[config.mk]
export PLATFORM = sky130hd
export DESIGN_NAME = cnn_mac_pipe_flat
export DESIGN_NICKNAME = d
export VERILOG_FILES = /design/src/rtl/cnn_mac_pkg.sv /design/src/rtl/cnn_mac_pipe_if.sv /design/src/rtl/cnn_mac_mul_pipe.sv /design/src/rtl/cnn_mac_pipe.sv /design/src/flat_wrapper.sv
export SDC_FILE = /design/constraint.sdc
export NUM_CORES = 1
export LEC_CHECK = 0
export ABC_AREA = 0
export CAP_MARGIN = 5
export CORE_UTILIZATION = 55
export DETAILED_ROUTE_END_ITERATION = 7
export DONT_BUFFER_PORTS = 1
export PLACE_DENSITY = 0.7
export REMOVE_ABC_BUFFERS = 1
export SLEW_MARGIN = 30
export SYNTH_ARGS = -nofsm -noshare
export SYNTH_HDL_FRONTEND = slang
export SYNTH_HIERARCHICAL = 1
export SYNTH_SLANG_ARGS = --single-unit
[constraint.sdc]
create_clock -name ap_clk -period 2.6 [get_ports ap_clk]
set_clock_uncertainty 0.05 [all_clocks]
set_input_delay 0.52 -clock ap_clk [delete_from_list [all_inputs] [get_ports ap_clk]]
set_output_delay 0.52 -clock ap_clk [all_outputs]
set_load 0.05 [all_outputs]
[src/rtl/cnn_mac_pkg.sv]
// cnn_mac_pkg: shared widths and helpers for the CNN multiply-accumulate slice.
//   clog2        - ceil(log2(v)), used to size accumulator guard bits
//   acc_width    - accumulator width: product width + guard bits for MAX_LEN
//   sat_signed   - clamps a 64-bit signed value to an out_w-bit signed range
//                  and reports whether clamping happened
// Default widths are exported as localparams for the top and its interface.
package cnn_mac_pkg;

  localparam int A_W_DEF       = 13;
  localparam int B_W_DEF       = 9;
  localparam int NUM_STAGE_DEF = 2;
  localparam int MAX_LEN_DEF   = 256;
  localparam int OUT_W_DEF     = 16;

  // 64-bit carrier for the saturation helper; accumulators must fit in it.
  localparam int SAT_W = 64;

  typedef struct packed {
    logic signed [SAT_W-1:0] val;
    logic                    sat;
  } sat_res_t;

  function automatic int clog2(input int v);
    int r;
    r = 0;
    while ((1 << r) < v) r++;
    return r;
  endfunction

  function automatic int acc_width(input int a_w, input int b_w, input int max_len);
    return a_w + b_w + clog2(max_len);
  endfunction

  function automatic sat_res_t sat_signed(input logic signed [SAT_W-1:0] value,
                                          input int out_w);
    logic signed [SAT_W-1:0] hi;
    logic signed [SAT_W-1:0] lo;
    sat_res_t r;
    hi    = (64'sd1 <<< (out_w - 1)) - 64'sd1;
    lo    = -(64'sd1 <<< (out_w - 1));
    r.val = value;
    r.sat = 1'b0;
    if (value > hi) begin
      r.val = hi;
      r.sat = 1'b1;
    end else if (value < lo) begin
      r.val = lo;
      r.sat = 1'b1;
    end
    return r;
  endfunction

endpackage

[src/rtl/cnn_mac_pipe_if.sv]
// cnn_mac_pipe_if: operand stream in, saturated window sum out.
//   in_valid/in_ready/din0/din1/din_last : beat handshake (producer -> MAC)
//   out_valid/out_ready/dout/dout_sat     : result handshake (MAC -> consumer)
// slave modport is the MAC side; master modport is the producer/consumer side.
interface cnn_mac_pipe_if
  import cnn_mac_pkg::*;
#(
  parameter int A_W   = A_W_DEF,
  parameter int B_W   = B_W_DEF,
  parameter int OUT_W = OUT_W_DEF
);
  logic                    in_valid;
  logic                    in_ready;
  logic [A_W-1:0]          din0;
  logic signed [B_W-1:0]   din1;
  logic                    din_last;
  logic                    out_valid;
  logic                    out_ready;
  logic signed [OUT_W-1:0] dout;
  logic                    dout_sat;

  modport slave (
    input  in_valid, din0, din1, din_last, out_ready,
    output in_ready, out_valid, dout, dout_sat
  );

  modport master (
    output in_valid, din0, din1, din_last, out_ready,
    input  in_ready, out_valid, dout, dout_sat
  );
endinterface

[src/rtl/cnn_mac_mul_pipe.sv]
// cnn_mac_mul_pipe: unsigned(a) x signed(b) multiplier followed by NUM_STAGE
// register stages (1..4) sharing one enable, with valid and last carried
// alongside the product. Data registers have no reset so they can pack into
// DSP pipeline registers; only the control bits are reset.
//   clk, rst_n      : clock, async active-low reset
//   en              : advance all stages
//   in_vld/in_last  : beat qualifiers at the pipe head
//   a, b            : operands (a unsigned, b signed)
//   out_vld/out_last/p : pipe tail
module cnn_mac_mul_pipe #(
  parameter int A_W       = 13,
  parameter int B_W       = 9,
  parameter int NUM_STAGE = 2,
  localparam int P_W      = A_W + B_W
) (
  input  logic                  clk,
  input  logic                  rst_n,
  input  logic                  en,
  input  logic                  in_vld,
  input  logic                  in_last,
  input  logic [A_W-1:0]        a,
  input  logic signed [B_W-1:0] b,
  output logic                  out_vld,
  output logic                  out_last,
  output logic signed [P_W-1:0] p
);

  logic [NUM_STAGE-1:0]  vld_pipe_q, vld_pipe_d;
  logic [NUM_STAGE-1:0]  last_pipe_q, last_pipe_d;
  logic signed [P_W-1:0] p_pipe_q [NUM_STAGE];
  logic signed [P_W-1:0] p_pipe_d [NUM_STAGE];
  logic signed [P_W-1:0] a_ext, b_ext, prod;

  // Both operands extended to P_W; the exact product always fits in P_W.
  always_comb begin
    a_ext = $signed({{B_W{1'b0}}, a});
    b_ext = $signed({{A_W{b[B_W-1]}}, b});
    prod  = a_ext * b_ext;
  end

  always_comb begin
    vld_pipe_d  = vld_pipe_q;
    last_pipe_d = last_pipe_q;
    p_pipe_d    = p_pipe_q;
    if (en) begin
      for (int i = NUM_STAGE - 1; i > 0; i--) begin
        vld_pipe_d[i]  = vld_pipe_q[i-1];
        last_pipe_d[i] = last_pipe_q[i-1];
        p_pipe_d[i]    = p_pipe_q[i-1];
      end
      vld_pipe_d[0]  = in_vld;
      last_pipe_d[0] = in_last;
      p_pipe_d[0]    = prod;
    end
  end

  always_ff @(posedge clk or negedge rst_n) begin
    if (!rst_n) begin
      vld_pipe_q  <= '0;
      last_pipe_q <= '0;
    end else begin
      vld_pipe_q  <= vld_pipe_d;
      last_pipe_q <= last_pipe_d;
    end
  end

  always_ff @(posedge clk) begin
    p_pipe_q <= p_pipe_d;
  end

  assign out_vld  = vld_pipe_q[NUM_STAGE-1];
  assign out_last = last_pipe_q[NUM_STAGE-1];
  assign p        = p_pipe_q[NUM_STAGE-1];

endmodule

[src/rtl/cnn_mac_pipe.sv]
// cnn_mac_pipe: pipelined multiply-accumulate with window sum saturation.
//   ap_clk, ap_rst_n : clock, async active-low reset (released synchronously)
//   io (slave)       : beat stream in (din0 unsigned, din1 signed, din_last),
//                      saturated window sum out (dout, dout_sat)
// Products travel NUM_STAGE registers, are summed into an ACC_W accumulator
// and, on the window's last beat, saturated into the output register.
// Result is valid NUM_STAGE+1 cycles after the last beat is accepted.
// Optional build macro CNN_MAC_RELU_EN: negative sums output 0 with no
// saturation flag; positive saturation is unchanged.
module cnn_mac_pipe
  import cnn_mac_pkg::*;
#(
  parameter int A_W       = A_W_DEF,
  parameter int B_W       = B_W_DEF,
  parameter int NUM_STAGE = NUM_STAGE_DEF,
  parameter int MAX_LEN   = MAX_LEN_DEF,
  parameter int OUT_W     = OUT_W_DEF
) (
  input  logic          ap_clk,
  input  logic          ap_rst_n,
  cnn_mac_pipe_if.slave io
);

  localparam int P_W   = A_W + B_W;
  localparam int ACC_W = acc_width(A_W, B_W, MAX_LEN);

  // Reset synchronizer: assertion is immediate, release waits two edges.
  logic [1:0] rst_sync_q, rst_sync_d;
  logic       rst_n;

  always_comb rst_sync_d = {rst_sync_q[0], 1'b1};

  always_ff @(posedge ap_clk or negedge ap_rst_n) begin
    if (!ap_rst_n) rst_sync_q <= '0;
    else           rst_sync_q <= rst_sync_d;
  end

  assign rst_n = rst_sync_q[1];

  logic                    en;
  logic                    mul_vld, mul_last;
  logic signed [P_W-1:0]   mul_p;

  logic signed [ACC_W-1:0] acc_q, acc_d, acc_next, p_ext;
  logic                    first_q, first_d;
  logic                    out_valid_q, out_valid_d;
  logic signed [OUT_W-1:0] dout_q, dout_d;
  logic                    dout_sat_q, dout_sat_d;
  sat_res_t                sat_r;
  logic                    load;

  // A held result with no taker freezes the whole datapath.
  assign en = !(out_valid_q && !io.out_ready);

  cnn_mac_mul_pipe #(
    .A_W      (A_W),
    .B_W      (B_W),
    .NUM_STAGE(NUM_STAGE)
  ) u_mul (
    .clk     (ap_clk),
    .rst_n   (rst_n),
    .en      (en),
    .in_vld  (io.in_valid),
    .in_last (io.din_last),
    .a       (io.din0),
    .b       (io.din1),
    .out_vld (mul_vld),
    .out_last(mul_last),
    .p       (mul_p)
  );

  always_comb begin
    acc_d       = acc_q;
    first_d     = first_q;
    out_valid_d = out_valid_q;
    dout_d      = dout_q;
    dout_sat_d  = dout_sat_q;

    p_ext    = ACC_W'(mul_p);
    acc_next = first_q ? p_ext : acc_q + p_ext;
    sat_r    = sat_signed(SAT_W'(acc_next), OUT_W);
    load     = en && mul_vld && mul_last;

    if (en && mul_vld) begin
      if (mul_last) begin
        first_d = 1'b1;
`ifdef CNN_MAC_RELU_EN
        if (acc_next[ACC_W-1]) begin
          dout_d     = '0;
          dout_sat_d = 1'b0;
        end else begin
          dout_d     = OUT_W'(sat_r.val);
          dout_sat_d = sat_r.sat;
        end
`else
        dout_d     = OUT_W'(sat_r.val);
        dout_sat_d = sat_r.sat;
`endif
      end else begin
        acc_d   = acc_next;
        first_d = 1'b0;
      end
    end

    // A load in the drain cycle wins, giving back-to-back results.
    if (load)                               out_valid_d = 1'b1;
    else if (out_valid_q && io.out_ready)   out_valid_d = 1'b0;
  end

  always_ff @(posedge ap_clk or negedge rst_n) begin
    if (!rst_n) begin
      acc_q       <= '0;
      first_q     <= 1'b1;
      out_valid_q <= 1'b0;
      dout_q      <= '0;
      dout_sat_q  <= 1'b0;
    end else begin
      acc_q       <= acc_d;
      first_q     <= first_d;
      out_valid_q <= out_valid_d;
      dout_q      <= dout_d;
      dout_sat_q  <= dout_sat_d;
    end
  end

  assign io.in_ready  = en;
  assign io.out_valid = out_valid_q;
  assign io.dout      = dout_q;
  assign io.dout_sat  = dout_sat_q;

endmodule

[src/flat_wrapper.sv]
// flat-port wrapper written by rule: the top's interface ports become plain ports
module cnn_mac_pipe_flat import cnn_mac_pkg::*;
#(
  parameter int A_W       = A_W_DEF,
  parameter int B_W       = B_W_DEF,
  parameter int NUM_STAGE = NUM_STAGE_DEF,
  parameter int MAX_LEN   = MAX_LEN_DEF,
  parameter int OUT_W     = OUT_W_DEF
)
  (ap_clk, ap_rst_n, io_in_valid, io_din0, io_din1, io_din_last, io_out_ready, io_in_ready, io_out_valid, io_dout, io_dout_sat);
  cnn_mac_pipe_if #(.A_W(A_W), .B_W(B_W), .OUT_W(OUT_W)) io_i ();
  input  logic ap_clk;
  input  logic ap_rst_n;
  input wire logic [$bits(io_i.in_valid)-1:0] io_in_valid;
  input wire logic [$bits(io_i.din0)-1:0] io_din0;
  input wire logic [$bits(io_i.din1)-1:0] io_din1;
  input wire logic [$bits(io_i.din_last)-1:0] io_din_last;
  input wire logic [$bits(io_i.out_ready)-1:0] io_out_ready;
  output wire logic [$bits(io_i.in_ready)-1:0] io_in_ready;
  output wire logic [$bits(io_i.out_valid)-1:0] io_out_valid;
  output wire logic [$bits(io_i.dout)-1:0] io_dout;
  output wire logic [$bits(io_i.dout_sat)-1:0] io_dout_sat;
  assign io_i.in_valid = io_in_valid;
  assign io_i.din0 = io_din0;
  assign io_i.din1 = io_din1;
  assign io_i.din_last = io_din_last;
  assign io_i.out_ready = io_out_ready;
  assign io_in_ready = io_i.in_ready;
  assign io_out_valid = io_i.out_valid;
  assign io_dout = io_i.dout;
  assign io_dout_sat = io_i.dout_sat;
  cnn_mac_pipe #(.A_W(A_W), .B_W(B_W), .NUM_STAGE(NUM_STAGE), .MAX_LEN(MAX_LEN), .OUT_W(OUT_W)) u_core (.ap_clk(ap_clk), .ap_rst_n(ap_rst_n), .io(io_i));
endmodule
==> flow_summary.ini, run 1 <==
[status]
status = finished with violations
violations = setup timing

[global_route]
grt_start_max_net_pins = 45
grt_pass1_wl_um = 43100
overflow = 0
antenna_found_initial = 0
grt_pass1_vias = 8626
grt.total_usage = 0.306

[drt]
routed_wl_um = 31100
wl_per_cell_um = 21.8
antenna_left = 0
drt_iter0_drc = 995
first_pass_iters = 7
vias = 8836
viasPerCell = 6.20
drc = 0

[sta]
rsz0062_at_grt = yes
report.final.slew_viol_count = 0
fin_crit_ns = 4.47
setup-violations-final = 51
fin_ws_ns = -1.87
fmax_mhz = 224
holdWs_ns = 0.257
worst_slew_pin_slew_ns = 0.691
max-slew-margin-rel = 0.539
final_min_period_over_clock_period = 1.72
hold_violations = 0

[logic_synthesis]
synth_edf_count = 44
ys.flop_type = dfrtp_1
syn-instance-count = 1004
yosysTopAreaCellShare = 0.165
synth.cell_area_um2 = 9610
synth-seq-cells = 99
synthDistinctLibCells = 80
ys_warn_count = 6
synth_largest_area_cell = fa_1
synthArstFlopShare = 0.556
postSynthAreaPerCell_um2 = 9.57
synthTopCellsByArea = fa_1, dfrtp_1, edfxtp_1
seq_area_frac_synth = 0.281

[placed_design]
dp_slack_ns = -2.50
placed_area_um2 = 11000
io_buffers = 0
place_hpwl_um = 17400
globalplace.congestion = 0.934

[setup_path]
crit_slowest_cell = fa_2
reg2reg_from = u_core/u_mul/p[0]
crit_type = input port to flop
max_stage_delay_ns = 0.58
worstReg2RegEnd = u_core/io.dout[7]
r2r_cells = 15
arrival_ns = 4.53
start_kind = input port
worst-path-stages = 14
cp.buffers_inverters = 1
end_kind = flop
crit_chain = nand2b_4 > fa_1 > fa_1 > inv_1 > fa_1 > fa_1 > fa_2 > ha_4 > and3_4 > a221oi_4 > o21a_2 > o21ai_4 > o41ai_2 > xnor2_1
rrSetupSlack_ns = -1.17
cp_common_cell = fa_1
crit_fanout = 9
crit_family = adder cells
cp_data_required_time_ns = 2.66

[cts]
cts_made_buffers = 9
cts_tree = yes
clk_latency_ns = 0.36
cts_max_level = 3
clockRootBuffer = clkbuf_16
path_clk_slew_ns = 0.08
clock_path_buffers = 2
cts_sinks = 99

[floorplan]
num_rows = 47
dieHeight_um = 134
die-area_um2 = 18000
die-width_um = 134
ios = 46
initial_core_util = 0.571
core-area_um2 = 16800

[finish]
layout-drive-gt1-share = 0.395
syn_to_final_growth_pct = 38.9
design_area_um2 = 13300
diodes = 0
fin_nets = 1395
fillers = 902
seqCellArea_um2 = 2700
multi_input_area_um2 = 7760

[worst_hold_path]
hold_path_class = flop to asynchronous set/reset pin

[run]
maxCapViolCount = 0
==> cell usage in the layout, fill, tap and decap left out, types with 11 or more instances in the layout <==
cell / netlist / routed
a21oi_4: 0 / 11
ha_1: 88 / 62
a21oi_2: 0 / 14
and2_1: 55 / 54
nor2_1: 42 / 35
buf_4: 24 / 200
ha_4: 0 / 25
inv_1: 66 / 61
xnor2_1: 26 / 23
o31ai_4: 0 / 14
nand2_2: 1 / 13
o21ai_0: 59 / 31
nand2_1: 160 / 144
edfxtp_1: 44 / 44
o211ai_1: 15 / 15
fa_1: 79 / 72
buf_6: 2 / 37
o21ai_2: 1 / 21
a21oi_1: 54 / 29
dfrtp_1: 54 / 53
nor2b_1: 14 / 11
==> cell usage after synthesis (all sizes together) (13+ instances only) <==
cell / number
nor3: 13
inv: 66
o21ai: 63
ha: 88
o31ai: 18
dfrtp: 54
a21oi: 54
o211ai: 19
nor2b: 14
xnor2: 26
edfxtp: 44
and2: 56
fa: 79
clkbuf: 28
nand2: 161
nor2: 42
buf: 31
==> worst register-to-register path: stages (launching register included) <==
cell       delay (ns)
edfxtp_1         0.43
ha_4             0.20
fa_2             0.40
a211oi_2         0.25
o21ai_2          0.15
o211ai_1         0.19
buf_4            0.17
nand3_4          0.10
a21oi_1          0.33
o31ai_4          0.15
a2111oi_4        0.45
nand4_4          0.20
buf_12           0.19
buf_12           0.13
o211ai_1         0.11
o21ai_1          0.13
==> routing by layer <==
metal | track usage | wire length, µm | vias to the layer above
li1 | - | - | 3844
met3 | 0.0431 | 2420 | 139
met4 | 0.119 | 1610 | 0
met5 | 0 | 0 | -
met1 | 0.379 | 11700 | 4312
met2 | 0.540 | 15300 | 541
==> timing repair <==
item | 4_1_cts | 5_1_grt
cloned | 2 | 0
setup buffers | 42 | 28
endpoints found under the setup margin | 52 | 55
pin swaps | 121 | 56
gates resized for setup | 214 | 108
hold buffers | 1 | 0
hold endpoints to repair | 2 | 0
==> how the worst max path moves through the flow <==
stage / start / to / slack [ns]
floorplan: io_din0[0] / u_core/u_mul/p_pipe_q[43] / -2.39
CTS: io_din0[8] / u_core/u_mul/p_pipe_q[41] / -1.90
global placement: io_din0[0] / u_core/u_mul/p_pipe_q[43] / -2.45
finish: io_din0[0] / u_core/u_mul/p_pipe_q[41] / -1.87
detailed placement: io_din0[0] / u_core/u_mul/p_pipe_q[43] / -2.50
global route: io_din0[0] / u_core/u_mul/p_pipe_q[43] / -1.96
==> final cells by class <==
cell class / instances / share of cell area
multi-input cells: 779 / 0.582
clock inverters: 7 / 0.00506
inverters: 67 / 0.0189
clock buffers: 9 / 0.0169
well taps: 220 / 0.0206
repair buffers: 245 / 0.155
flip-flops and latches: 99 / 0.202
==> sequential cells by signal, summed over array words and instances (netlist names) <==
name and cells:
u_core/u_mul/p_pipe_q 22, u_core/io.dout_sat 1, u_core/u_mul/vld_pipe_q 2, u_core/u_mul/last_pipe_q 2, u_core/io.out_valid 1, u_core/first_q 1, u_core/rst_sync_q 2, u_core/u_mul/p 22
u_core/acc_q 30, u_core/io.dout 16
==> cell families (layout without fill, tap and decap cells) <==
family | count (synthesis) | count (layout) | share of synthesized area
AO/OA/AOI/OAI | 218 | 218 | 0.158
XOR/XNOR | 36 | 36 | 0.0328
adder cells (fa/ha/maj) | 167 | 167 | 0.279
buffers and inverters | 126 | 328 | 0.0606
flip-flops | 99 | 99 | 0.281
multiplexers | 8 | 8 | 0.00886
other | 1 | 1 | 0.000390
AND/OR/NAND/NOR | 349 | 349 | 0.179
==> stage by stage <==
stage,util,TNS [ns],std cells
2_1_floorplan,-,-76.83,945
3_3_place_gp,0.654,-59.09,1352
3_5_place_dp,0.654,-61.34,1352
4_1_cts,0.758,-39.95,1406
5_1_grt,0.793,-51.22,1426
6_report,0.793,-46.97,1426
Power of run 1 is left out: the tool's default activity adds up to more than one toggle a clock period on the data nets, which glitch-free logic cannot reach.
==> run 2, diff against run 1 <==
--- a/config.mk
+++ b/config.mk
@@ -8,6 +8,7 @@
 export ABC_AREA = 0
 export CAP_MARGIN = 5
 export CORE_UTILIZATION = 55
+export CTS_CLUSTER_SIZE = 40
 export DETAILED_ROUTE_END_ITERATION = 7
 export DONT_BUFFER_PORTS = 1
 export PLACE_DENSITY = 0.7
==> results of run 2 <==
Same layout as run 1: the final DEF is identical, and so are final timing and power.
Power of run 2 is left out for the same reason.
